## src/rtl/project_types.sv

```systemverilog
// ---------------------------------------------------------------------------
// project_types
// Shared types and constants for the MIPS pipeline.
//   inst_data_t      : 32-bit instruction word returned by instruction memory
//   inst_addr_t      : 32-bit instruction byte address
//   CHIP_ENABLE/     : levels driven on the instruction-memory enable
//   CHIP_DISABLE
//   INST_BYTES       : byte stride between sequential instructions
//   if_id_t          : IF/ID pipeline register contents
// ---------------------------------------------------------------------------
package project_types;

    typedef logic [31:0] inst_data_t;
    typedef logic [31:0] inst_addr_t;

    localparam logic CHIP_ENABLE  = 1'b1;
    localparam logic CHIP_DISABLE = 1'b0;

    localparam int unsigned INST_BYTES = 4;

    typedef struct packed {
        inst_addr_t pc;
        inst_data_t inst;
        logic       valid;
        logic       adel;
    } if_id_t;

endpackage

```

## src/rtl/i_fetch_inst.sv

```systemverilog
// ---------------------------------------------------------------------------
// i_fetch_inst
// Instruction-fetch handshake between the IF stage and instruction memory.
//   en   : chip enable (CHIP_ENABLE / CHIP_DISABLE), driven by master
//   addr : instruction byte address, driven by master
//   data : instruction word, returned combinationally by slave
// ---------------------------------------------------------------------------
interface i_fetch_inst;
    import project_types::*;

    logic       en;
    inst_addr_t addr;
    inst_data_t data;

    modport master (output en, output addr, input  data);
    modport slave  (input  en, input  addr, output data);
endinterface

```

## src/rtl/pc_fetch_if_id_reg.sv

```systemverilog
// ---------------------------------------------------------------------------
// if_id_reg
// IF/ID pipeline register.
// Priority on each rising edge: reset > flush (bubble) > stall (hold) > capture.
//   clk      in  : clock
//   rst      in  : synchronous active-high reset
//   i_stall  in  : hold contents
//   i_flush  in  : replace contents with a bubble
//   i_d      in  : value to capture (if_id_t)
//   o_q      out : registered IF/ID contents (if_id_t)
// ---------------------------------------------------------------------------
module if_id_reg
    import project_types::*;
(
    input  logic   clk,
    input  logic   rst,
    input  logic   i_stall,
    input  logic   i_flush,
    input  if_id_t i_d,
    output if_id_t o_q
);

    if_id_t r_q;

    always_ff @(posedge clk) begin
        if (rst) begin
            r_q <= '0;
        end else if (i_flush) begin
            r_q <= '0;
        end else if (!i_stall) begin
            r_q <= i_d;
        end
    end

    assign o_q = r_q;

endmodule

```

## src/rtl/pc_fetch.sv

```systemverilog
// ---------------------------------------------------------------------------
// pc_fetch
// Instruction-fetch stage: owns the PC, drives the instruction-memory
// handshake and loads the returned word into the IF/ID register.
//   RESET_PC       param : first fetch address after reset
//   clk            in    : clock
//   rst            in    : synchronous active-high reset
//   fetch          if    : i_fetch_inst.master (en, addr out; data in)
//   stall          in    : hold PC and IF/ID
//   flush          in    : redirect to flush_pc, bubble into IF/ID
//   flush_pc       in    : flush redirect target
//   branch_flag    in    : taken branch from ID (delay slot is kept)
//   branch_target  in    : branch redirect target
//   if_pc          out   : PC of instruction in IF/ID
//   if_inst        out   : instruction word in IF/ID
//   if_valid       out   : IF/ID holds a real instruction
//   if_adel        out   : address error on fetch
// Build option: FETCH_ALIGN_CHECK_EN - suppress fetches from misaligned PCs
// and flag them via if_adel; when undefined if_adel stays 0.
// ---------------------------------------------------------------------------
module pc_fetch
    import project_types::*;
#(
    parameter inst_addr_t RESET_PC = 32'h0000_0000
)
(
    input  logic        clk,
    input  logic        rst,
    i_fetch_inst.master fetch,
    input  logic        stall,
    input  logic        flush,
    input  inst_addr_t  flush_pc,
    input  logic        branch_flag,
    input  inst_addr_t  branch_target,
    output inst_addr_t  if_pc,
    output inst_data_t  if_inst,
    output logic        if_valid,
    output logic        if_adel
);

    logic       r_ce;
    inst_addr_t r_pc;
    logic       w_misaligned;
    if_id_t     w_if_id_d;
    if_id_t     w_if_id_q;

`ifdef FETCH_ALIGN_CHECK_EN
    assign w_misaligned = r_ce && (r_pc[1:0] != 2'b00);
`else
    assign w_misaligned = 1'b0;
`endif

    // Enable and address depend only on registered state.
    assign fetch.en   = (r_ce && !w_misaligned) ? CHIP_ENABLE : CHIP_DISABLE;
    assign fetch.addr = r_pc;

    always_ff @(posedge clk) begin
        if (rst) begin
            r_ce <= 1'b0;
            r_pc <= RESET_PC;
        end else begin
            r_ce <= 1'b1;
            if (r_ce) begin
                if (flush) begin
                    r_pc <= flush_pc;
                end else if (stall) begin
                    r_pc <= r_pc;
                end else if (branch_flag) begin
                    r_pc <= branch_target;
                end else begin
                    r_pc <= r_pc + inst_addr_t'(INST_BYTES);
                end
            end
        end
    end

    // Before the first fetch the register is fed a bubble.
    always_comb begin
        w_if_id_d = '0;
        if (r_ce) begin
            w_if_id_d.pc    = r_pc;
            w_if_id_d.inst  = w_misaligned ? '0 : fetch.data;
            w_if_id_d.valid = 1'b1;
            w_if_id_d.adel  = w_misaligned;
        end
    end

    if_id_reg u_if_id_reg (
        .clk     (clk),
        .rst     (rst),
        .i_stall (stall),
        .i_flush (flush),
        .i_d     (w_if_id_d),
        .o_q     (w_if_id_q)
    );

    assign if_pc    = w_if_id_q.pc;
    assign if_inst  = w_if_id_q.inst;
    assign if_valid = w_if_id_q.valid;
    assign if_adel  = w_if_id_q.adel;

endmodule

```

## src/flat_wrapper.sv

```systemverilog
// flat-port wrapper written by rule: the top's interface ports become plain ports
module pc_fetch_flat import project_types::*;
#(
    parameter inst_addr_t RESET_PC = 32'h0000_0000
)
  (clk, rst, stall, flush, flush_pc, branch_flag, branch_target, if_pc, if_inst, if_valid, if_adel, fetch_en, fetch_addr, fetch_data);
  i_fetch_inst fetch_i ();
  input  logic clk;
  input  logic rst;
  input  logic stall;
  input  logic flush;
  input  inst_addr_t flush_pc;
  input  logic branch_flag;
  input  inst_addr_t branch_target;
  output inst_addr_t if_pc;
  output inst_data_t if_inst;
  output logic if_valid;
  output logic if_adel;
  output wire logic [$bits(fetch_i.en)-1:0] fetch_en;
  output wire logic [$bits(fetch_i.addr)-1:0] fetch_addr;
  input wire logic [$bits(fetch_i.data)-1:0] fetch_data;
  assign fetch_en = fetch_i.en;
  assign fetch_addr = fetch_i.addr;
  assign fetch_i.data = fetch_data;
  pc_fetch #(.RESET_PC(RESET_PC)) u_core (.clk(clk), .rst(rst), .fetch(fetch_i), .stall(stall), .flush(flush), .flush_pc(flush_pc), .branch_flag(branch_flag), .branch_target(branch_target), .if_pc(if_pc), .if_inst(if_inst), .if_valid(if_valid), .if_adel(if_adel));
endmodule
```

## config.mk

```make
export PLATFORM = sky130hd
export DESIGN_NAME = pc_fetch_flat
export DESIGN_NICKNAME = d
export VERILOG_FILES = /design/src/rtl/project_types.sv /design/src/rtl/i_fetch_inst.sv /design/src/rtl/pc_fetch_if_id_reg.sv /design/src/rtl/pc_fetch.sv /design/src/flat_wrapper.sv
export SDC_FILE = /design/constraint.sdc
export NUM_CORES = 1
export LEC_CHECK = 0
export CAP_MARGIN = 10
export CELL_PAD_IN_SITES_DETAIL_PLACEMENT = 0
export CELL_PAD_IN_SITES_GLOBAL_PLACEMENT = 1
export CORE_MARGIN = 2
export CORE_UTILIZATION = 32
export DETAILED_ROUTE_END_ITERATION = 7
export PLACE_DENSITY = 0.9
export SLEW_MARGIN = 0
export SYNTH_ARGS = -nofsm -noshare
export SYNTH_HDL_FRONTEND = slang
export SYNTH_SLANG_ARGS = --single-unit
export TNS_END_PERCENT = 10
```

## constraint.sdc

```tcl
create_clock -name clk -period 4.1 [get_ports clk]
set_clock_uncertainty 0.2 [all_clocks]
set_input_delay 0.82 -clock clk [delete_from_list [all_inputs] [get_ports clk]]
set_output_delay 0.82 -clock clk [all_outputs]
set_load 0.1 [all_outputs]
```

==> flow_metrics.env, run 1 <==
export IMPL_maxCapViolCount=0
export IMPL_drive_gt1_share_pct=4.95
export IMPL_synth_top_family_by_area="compound AO/OA/AOI/OAI gates"
export IMPL_fin_crit_ns=3.22
export IMPL_status="finished, final reports clean"
export IMPL_leakagePower_nw=2.37
export IMPL_async_reset_ff_share_pct=0
export IMPL_dr_pass1_iters=5
export IMPL_initial_core_util_pct=32.7
export IMPL_critPathTopFamily="buffers and inverters"
export IMPL_hpwl_microns=11900
export IMPL_cp_num_buf_inv=1
export IMPL_pre_cts_slack_ns=0.630
export IMPL_die_area_sq_mm=0.0151
export IMPL_tightestPinTransition_ns=1.01
export IMPL_vias=5014
export IMPL_crit_chain="clkdlybuf4s50_1"
export IMPL_areaGrowthSynthToFinish_pct=53.3
export IMPL_clock_latency_ns=0.35
export IMPL_postCtsSetupRepairBufs=0
export IMPL_postCtsResizedCells=0
export IMPL_grt_max_degree=58
export IMPL_antenna_cells=0
export IMPL_synth_edf_count=0
export IMPL_grt_pass1_wl_microns=25000
export IMPL_core_sq_mm=0.0138
export IMPL_critPathMaxStageDelay_ns=1.23
export IMPL_finalWorstSetupSlack_ns=0.879
export IMPL_slew_viol_final=0
export IMPL_hold_class="flip-flop to flip-flop"
export IMPL_slew_headroom_pct=32.4
export IMPL_fin_crit_sh_pct=78.6
export IMPL_io_buffers=198
export IMPL_ys_seq_elements=98
export IMPL_place_congestion=0.824
export IMPL_syn_mean_instance_area_sq_um=8.17
export IMPL_clk_pin_slew_ns=0.07
export IMPL_syn_cell_area_sq_mm=0.00452
export IMPL_synth_seq_area_share_pct=43.4
export IMPL_synth_fa_ha_area_share_pct=0.277
export IMPL_start_kind="flip-flop"
export IMPL_root_buffer="clkbuf_16"
export IMPL_ys_flop_type="dfxtp_1"
export IMPL_h_tree_depth=3
export IMPL_vias_per_cell=5.52
export IMPL_drcViolationCount=0
export IMPL_rsz0062_at_grt="false"
export IMPL_path_max_fanout=10
export IMPL_ys_types=51
export IMPL_crit_slowest_cell="clkdlybuf4s50_1"
export IMPL_peakVddDrop_uv=203
export IMPL_core_rowCount=43
export IMPL_synth_simple_area_share_pct=21.7
export IMPL_setup_viol=0
export IMPL_n_fill_cell=1287
export IMPL_overflow=0
export IMPL_cp_required_ns=3.08
export IMPL_grt_total_usage_pct=21.3
export IMPL_grt_pass1_vias=4809
export IMPL_nNetsFinal=825
export IMPL_hold_buffers=0
export IMPL_cts_buffer_depth=2
export IMPL_die_w_microns=123
export IMPL_syn_nets=655
export IMPL_p_per_area_mw_per_mm2=359
export IMPL_synth_compound_area_share_pct=26.8
export IMPL_timing_setup_tns_ns=0
export IMPL_drtIter0Drc=308
export IMPL_synthMuxAreaShare_pct=1.36
export IMPL_path_class="flip-flop to output pin"
export IMPL_hold_viol=0
export IMPL_postRouteAntennaNets=0
export IMPL_max_clock_freq_mhz=310
export IMPL_io_pins=200
export IMPL_endpoint_kind="output pin"
export IMPL_antenna_found_initial=0
export IMPL_dieHeight_microns=123
export IMPL_cts_sinks=98
export IMPL_cts_tree="built"
export IMPL_ys_warn_count=0
export IMPL_cts_buffers=9
export IMPL_cp_arrival_ns=2.20
export IMPL_synthXorXnorAreaFrac_pct=1.55
export IMPL_post_drt_wl_per_cell_microns=18.1
export IMPL_wirelength_microns=16400
export IMPL_synthCells=553
[cells in the final DEF, fill, tap and decap left out, drive strengths merged, types with 7 or more instances in the layout]
cell and n:
nand3 12, nor2 86, nand2b 7, clkbuf 10
nand4 10, a22oi 67, a21oi 32, dfxtp 98
o211ai 7, clkdlybuf4s50 197, nor4 11, a31oi 7
nand2 43, buf 13, nor3 8, o21ai 35
[worst register-to-register path, delay by kind of cell (launching register included)]
kind,cells,cell delay [ns]
flops,1,0.52
fa+ha+maj,1,0.25
simple gates,4,1.58
compound gates,1,0.27
[final timing paths]
kind | startpoint | endpoint | slack (ns) | cells past startpoint
setup / recovery | u_core.fetch.addr[10] | fetch_addr[10] | 0.88 | 1
hold reg to reg | u_core.u_if_id_reg.o_q[1] | u_core.u_if_id_reg.o_q[1] | 0.29 | 2
hold / removal | u_core.u_if_id_reg.o_q[1] | u_core.u_if_id_reg.o_q[1] | 0.29 | 2
setup reg to reg | u_core.fetch.addr[2] | u_core.fetch.addr[30] | 1.18 | 6
[through the flow]
step / total power [mW] / util, % / std cells / hold slack, ns / cell area, sq um
after detailed placement: 1.66 / 48.0 / 892 / 0.292 / 6630
after global routing: 2.58 / 50.1 / 908 / 0.332 / 6930
final: 2.49 / 50.1 / 908 / 0.292 / 6930
after floorplan: 1.43 / - / 553 / 0.734 / 4520
after global placement: 1.65 / 48.0 / 892 / 0.272 / 6630
after CTS: 2.50 / 50.1 / 908 / 0.302 / 6930
[cells in the mapped netlist (8+ instances only)]
cell	count	area share [%]
dfxtp_1	98	43
nor2_1	86	7.1
a22oi_1	67	11
nand2_1	43	3.6
clkbuf_1	42	3.5
o21ai_0	33	3.7
a21oi_1	32	3.5
nand3_1	12	1.3
nor4_1	9	1.2
nand4_1	8	1.1
nor3_1	8	0.89
[report_power, final]
group	switching [mW]	internal, mW
clock	0.375	0.475
sequential	0.0594	0.985
combinational	0.393	0.202
[sequential cells by signal, summed over array words and instances, names as in the netlist]
name                    cells
u_core.u_if_id_reg.o_q     65
u_core.r_ce                 1
u_core.fetch.addr          32
[cell families after synthesis]
group	Yosys count
multiplexers	6
buffers and inverters	56
flip-flops	98
AO/OA/AOI/OAI	181
other	1
XOR/XNOR	8
AND/OR/NAND/NOR	202
adder cells (fa/ha/maj)	1
[layout make-up]
cell class	count	area, sq um	area share, %
flip-flops and latches	98	1960	28.3
multi-input cells	399	2350	33.9
well taps	180	225	3.25
clock buffers	10	229	3.31
inverters	5	18.8	0.271
clock inverters	6	65.1	0.939
repair buffers	210	2080	30.0
[layer usage]
layer  vias up  track usage (%)  part of all wire [%]  wire [microns]
li1       2381                -                     -               -
met1      2382             27.2                    43            7060
met2       236             36.4                    48            7910
met3        15             4.23                   7.7            1260
met4         0             5.75                   1.2             201
met5         -                0                     0               0
Power figures use the tool's default switching activity.
==> run 2, diff against run 1 <==
- CORE_UTILIZATION: 32 -> 30
- PLACE_DENSITY: 0.9 -> 0.85
- clock period: 4.1 -> 3.4 ns (I/O delays scaled with it)
==> flow_metrics.env, run 2 (synthesis gave the netlist of run 1 again) <==
export IMPL_finalPower_mw=2.95
export IMPL_core_sq_mm=0.0146
export IMPL_cts_buffers=9
export IMPL_drtIter0Drc=347
export IMPL_highest_layer="met4"
export IMPL_wirelength_microns=16400
export IMPL_cts_tree="built"
export IMPL_root_buffer="clkbuf_16"
export IMPL_n_fill_cell=1430
export IMPL_grt_max_degree=67
export IMPL_cts_sinks=98
export IMPL_areaGrowthSynthToFinish_pct=49.0
export IMPL_vias=5012
export IMPL_antenna_cells=0
export IMPL_r2r_cells=6
export IMPL_holdWs_ns=0.294
export IMPL_whs_path_depth=2
export IMPL_place_congestion=0.851
export IMPL_die_area_sq_mm=0.0161
export IMPL_r2r_start="u_core.fetch.addr[2]"
export IMPL_post_drt_wl_per_cell_microns=17.8
export IMPL_h_tree_depth=3
export IMPL_core_rowCount=44
export IMPL_dpl_cell_count=902
export IMPL_path_class="flip-flop to flip-flop"
export IMPL_fin_crit_ns=2.80
export IMPL_wl_met2_microns=7560
export IMPL_hold_class="flip-flop to flip-flop"
export IMPL_leakagePower_nw=2.58
export IMPL_endpoint_kind="flip-flop"
export IMPL_hpwl_microns=11800
export IMPL_antenna_found_initial=0
export IMPL_fin_util_pct=46.0
export IMPL_grt_pass1_vias=4806
export IMPL_tightestPinTransition_ns=0.710
export IMPL_dieHeight_microns=127
export IMPL_postRouteAntennaNets=0
export IMPL_hold_viol=0
export IMPL_timing_setup_tns_ns=0
export IMPL_min_to="u_core.u_if_id_reg.o_q[35]"
export IMPL_drcViolationCount=0
export IMPL_instances_no_fill=918
export IMPL_place_area_sq_mm=0.00645
export IMPL_final_common_cell="buf_4"
export IMPL_fin_crit_sh_pct=82.4
export IMPL_clock_latency_ns=0.35
export IMPL_met3WireLength_microns=1100
export IMPL_grt_total_usage_pct=19.7
export IMPL_overflow=0
export IMPL_pre_cts_slack_ns=0.606
export IMPL_status="finished, final reports clean"
export IMPL_start_kind="flip-flop"
export IMPL_clk_pin_slew_ns=0.07
export IMPL_setup_viol=0
export IMPL_postCtsResizedCells=0
export IMPL_max_clock_freq_mhz=357
export IMPL_path_max_fanout=9
export IMPL_dr_pass1_iters=5
export IMPL_postCtsSetupRepairBufs=0
export IMPL_rsz0062_at_grt="false"
export IMPL_slew_viol_final=0
export IMPL_rrSetupSlack_ns=0.60
export IMPL_cts_buffer_depth=2
export IMPL_vias_per_cell=5.46
export IMPL_cp_required_ns=3.44
export IMPL_p_per_area_mw_per_mm2=438
export IMPL_io_pins=200
export IMPL_layout_common_cells="buf_4 (114), clkdlybuf4s50_1 (99), dfxtp_1 (98)"
export IMPL_drive_gt1_share_pct=19.2
export IMPL_finalWorstSetupSlack_ns=0.597
export IMPL_io_buffers=198
export IMPL_wl_met1_microns=7390
export IMPL_largest_reg_flops=65
export IMPL_nNetsFinal=831
export IMPL_hold_buffers=0
export IMPL_design_area_sq_mm=0.00673
export IMPL_cp_arrival_ns=2.85
export IMPL_maxCapViolCount=0
export IMPL_die_w_microns=127
export IMPL_peakVddDrop_uv=237
export IMPL_min_from="u_core.u_if_id_reg.o_q[35]"
export IMPL_r2r_end="u_core.fetch.addr[30]"
export IMPL_grt_pass1_wl_microns=25500
export IMPL_initial_core_util_pct=30.8
export IMPL_slew_headroom_pct=52.3
==> run 2: how the worst max path moves through the flow <==
| stage | from | to | slack, ns | cells after the start |
|---|---|---|---|---|
| after global routing | u_core.fetch.addr[2] | u_core.fetch.addr[30] | 0.43 | 6 |
| after CTS | u_core.fetch.addr[2] | u_core.fetch.addr[30] | 0.60 | 6 |
| final | u_core.fetch.addr[2] | u_core.fetch.addr[30] | 0.60 | 6 |
| after floorplan | u_core.fetch.addr[2] | u_core.fetch.addr[30] | 0.23 | 7 |
| after global placement | flush | u_core.fetch.addr[25] | 0.63 | 6 |
| after detailed placement | u_core.fetch.addr[2] | u_core.fetch.addr[30] | 0.61 | 6 |
==> run 2: layout make-up <==
class / count / area (sq um) / area share, %
Timing Repair Buffer: 216 / 1890 / 28.1
Sequential cell: 98 / 1960 / 29.2
Tap cell: 184 / 230 / 3.42
Inverter: 5 / 18.8 / 0.279
Clock inverter: 6 / 42.5 / 0.632
Multi-Input combinational cell: 399 / 2350 / 34.9
Clock buffer: 10 / 239 / 3.55
==> run 2: power by group <==
part / total (mW) / internal (mW) / leakage [nW] / switching (mW)
Clock: 0.978 / 0.516 / 0.134 / 0.462
Combinational: 0.713 / 0.236 / 1.65 / 0.478
Sequential: 1.26 / 1.19 / 0.797 / 0.0684
Total: 2.95 / 1.94 / 2.58 / 1.01
==> run 2: routing by layer <==
| layer | global-route usage (%) | vias to the layer above |
|---|---|---|
| li1 | - | 2383 |
| met1 | 26.7 | 2379 |
| met2 | 31.5 | 223 |
| met3 | 3.46 | 27 |
| met4 | 7.24 | 0 |
| met5 | 0 | - |
==> run 2: worst max-delay path, cell delays in order (launching register included) <==
cell and delay (ns):
dfxtp_1 0.51, ha_1 0.24, nand3_1 0.28, or4_1 0.77, nor4_4 0.35, nor3b_1 0.08, a221o_1 0.26
==> run 3, diff against run 2 <==
- clock period: 3.4 -> 2.6 ns (I/O delays scaled with it)
==> flow_metrics.env, run 3 (synthesis gave the netlist of run 1 again) <==
export IMPL_status="finished, final reports clean"
export IMPL_max_clock_freq_mhz=405
export IMPL_critPathMaxStageDelay_ns=0.71
export IMPL_grt_total_usage_pct=20.3
export IMPL_postCtsSetupRepairBufs=0
export IMPL_io_buffers=198
export IMPL_cp_num_buf_inv=0
export IMPL_cts_buffer_depth=2
export IMPL_dpl_cell_count=911
export IMPL_post_drt_wl_per_cell_microns=18.1
export IMPL_path_class="flip-flop to flip-flop"
export IMPL_tightestPinTransition_ns=0.702
export IMPL_die_w_microns=127
export IMPL_hold_buffers=0
export IMPL_hpwl_microns=12300
export IMPL_cp_required_ns=2.64
export IMPL_overflow=0
export IMPL_hold_viol=0
export IMPL_core_sq_mm=0.0146
export IMPL_slew_viol_final=0
export IMPL_grt_pass1_vias=4890
export IMPL_path_max_fanout=8
export IMPL_postCtsResizedCells=0
export IMPL_leakagePower_nw=2.68
export IMPL_fin_crit_ns=2.47
export IMPL_largest_reg_flops=65
export IMPL_setup_viol=0
export IMPL_critPathTopFamily="simple AND/OR/NAND/NOR gates"
export IMPL_n_fill_cell=1390
export IMPL_fin_crit_sh_pct=94.9
export IMPL_slew_headroom_pct=53.2
export IMPL_layout_common_cells="buf_4 (118), clkdlybuf4s50_1 (99), nor2_1 (86)"
export IMPL_cts_sinks=98
export IMPL_rsz0062_at_grt="false"
export IMPL_antenna_found_initial=0
export IMPL_maxCapViolCount=0
export IMPL_grt_pass1_wl_microns=26200
export IMPL_timing_setup_tns_ns=0
export IMPL_areaGrowthSynthToFinish_pct=53.9
export IMPL_rrSetupSlack_ns=0.13
export IMPL_drtIter0Drc=394
export IMPL_peakVddDrop_uv=360
export IMPL_vias_per_cell=5.46
export IMPL_cp_arrival_ns=2.50
export IMPL_endpoint_kind="flip-flop"
export IMPL_dieHeight_microns=127
export IMPL_initial_core_util_pct=30.8
export IMPL_instances_no_fill=927
export IMPL_dr_pass1_iters=5
export IMPL_cts_tree="built"
export IMPL_drcViolationCount=0
export IMPL_nNetsFinal=840
export IMPL_antenna_cells=0
export IMPL_wirelength_microns=16800
export IMPL_final_common_cell="buf_4"
export IMPL_place_congestion=0.862
export IMPL_cts_buffers=9
export IMPL_die_area_sq_mm=0.0161
export IMPL_p_per_area_mw_per_mm2=594
export IMPL_grt_max_degree=68
export IMPL_drive_gt1_share_pct=21.8
export IMPL_io_pins=200
export IMPL_core_rowCount=44
export IMPL_crit_chain="ha_1 -> nand3_1 -> or4_1 -> nor4_4 -> nor3b_1 -> a221o_1"
export IMPL_fin_util_pct=47.5
export IMPL_crit_slowest_cell="or4_1"
export IMPL_root_buffer="clkbuf_16"
export IMPL_hold_class="flip-flop to flip-flop"
export IMPL_vias=5065
export IMPL_clk_pin_slew_ns=0.07
export IMPL_start_kind="flip-flop"
export IMPL_clock_latency_ns=0.35
export IMPL_postRouteAntennaNets=0
export IMPL_h_tree_depth=3
[run 3: changes by cell type in the layout (fill, tap and decap cells not counted), moves of 2 or more]
cell and delta:
buf_12 +5, buf_4 +4, bufinv_16 +2, clkbuf_1 +2
clkinv_2 -2, clkinv_4 -2, clkinvlp_4 -2, dfxtp_1 -14
dfxtp_2 +8, dfxtp_4 +6
[run 3: final timing paths]
check	end	cells after the start	startpoint
max reg2reg	u_core.fetch.addr[30]	6	u_core.fetch.addr[2]
min reg2reg	u_core.u_if_id_reg.o_q[35]	2	u_core.u_if_id_reg.o_q[35]
max	u_core.fetch.addr[30]	6	u_core.fetch.addr[2]
min	u_core.u_if_id_reg.o_q[35]	2	u_core.u_if_id_reg.o_q[35]
[run 3: area by class of cell]
class | instances | area, sq um | share of cell area, %
Multi-Input combinational cell | 399 | 2350 | 33.7
Tap cell | 184 | 230 | 3.31
Timing Repair Buffer | 225 | 2020 | 29.1
Sequential cell | 98 | 1990 | 28.7
Inverter | 5 | 18.8 | 0.270
Clock inverter | 3 | 68.8 | 0.990
Clock buffer | 13 | 272 | 3.91
[run 3: per-layer routing]
layer / part of all wire (%) / vias up / global-route usage, %
met5: 0 / - / 0
met4: 1.9 / 0 / 8.40
met3: 6.4 / 26 / 3.75
met1: 46 / 2403 / 27.4
met2: 46 / 227 / 32.3
li1: - / 2409 / -
[run 3: power breakdown]
group	total, mW	switching, mW	internal (mW)
clock network	1.53	0.593	0.933
logic	0.954	0.628	0.326
registers	1.65	0.0923	1.55
total	4.13	1.31	2.81
[run 3: tightest hold or removal path, stage by stage, from the launching register on]
cell     delay (ns)
dfxtp_1        0.33
a21oi_1        0.06
nor2_1         0.07
[run 3: per-stage QoR]
stage | setup slack, ns | cell area [sq um] | power (mW) | hold slack (ns)
after global routing | 0.0217 | 6950 | 4.28 | 0.335
final | 0.133 | 6950 | 4.13 | 0.295
after detailed placement | 0.0898 | 6610 | 2.63 | 0.285
after global placement | 0.141 | 6610 | 2.62 | 0.275
after floorplan | 0.0309 | 4550 | 2.26 | 0.427
after CTS | 0.144 | 6950 | 4.16 | 0.301
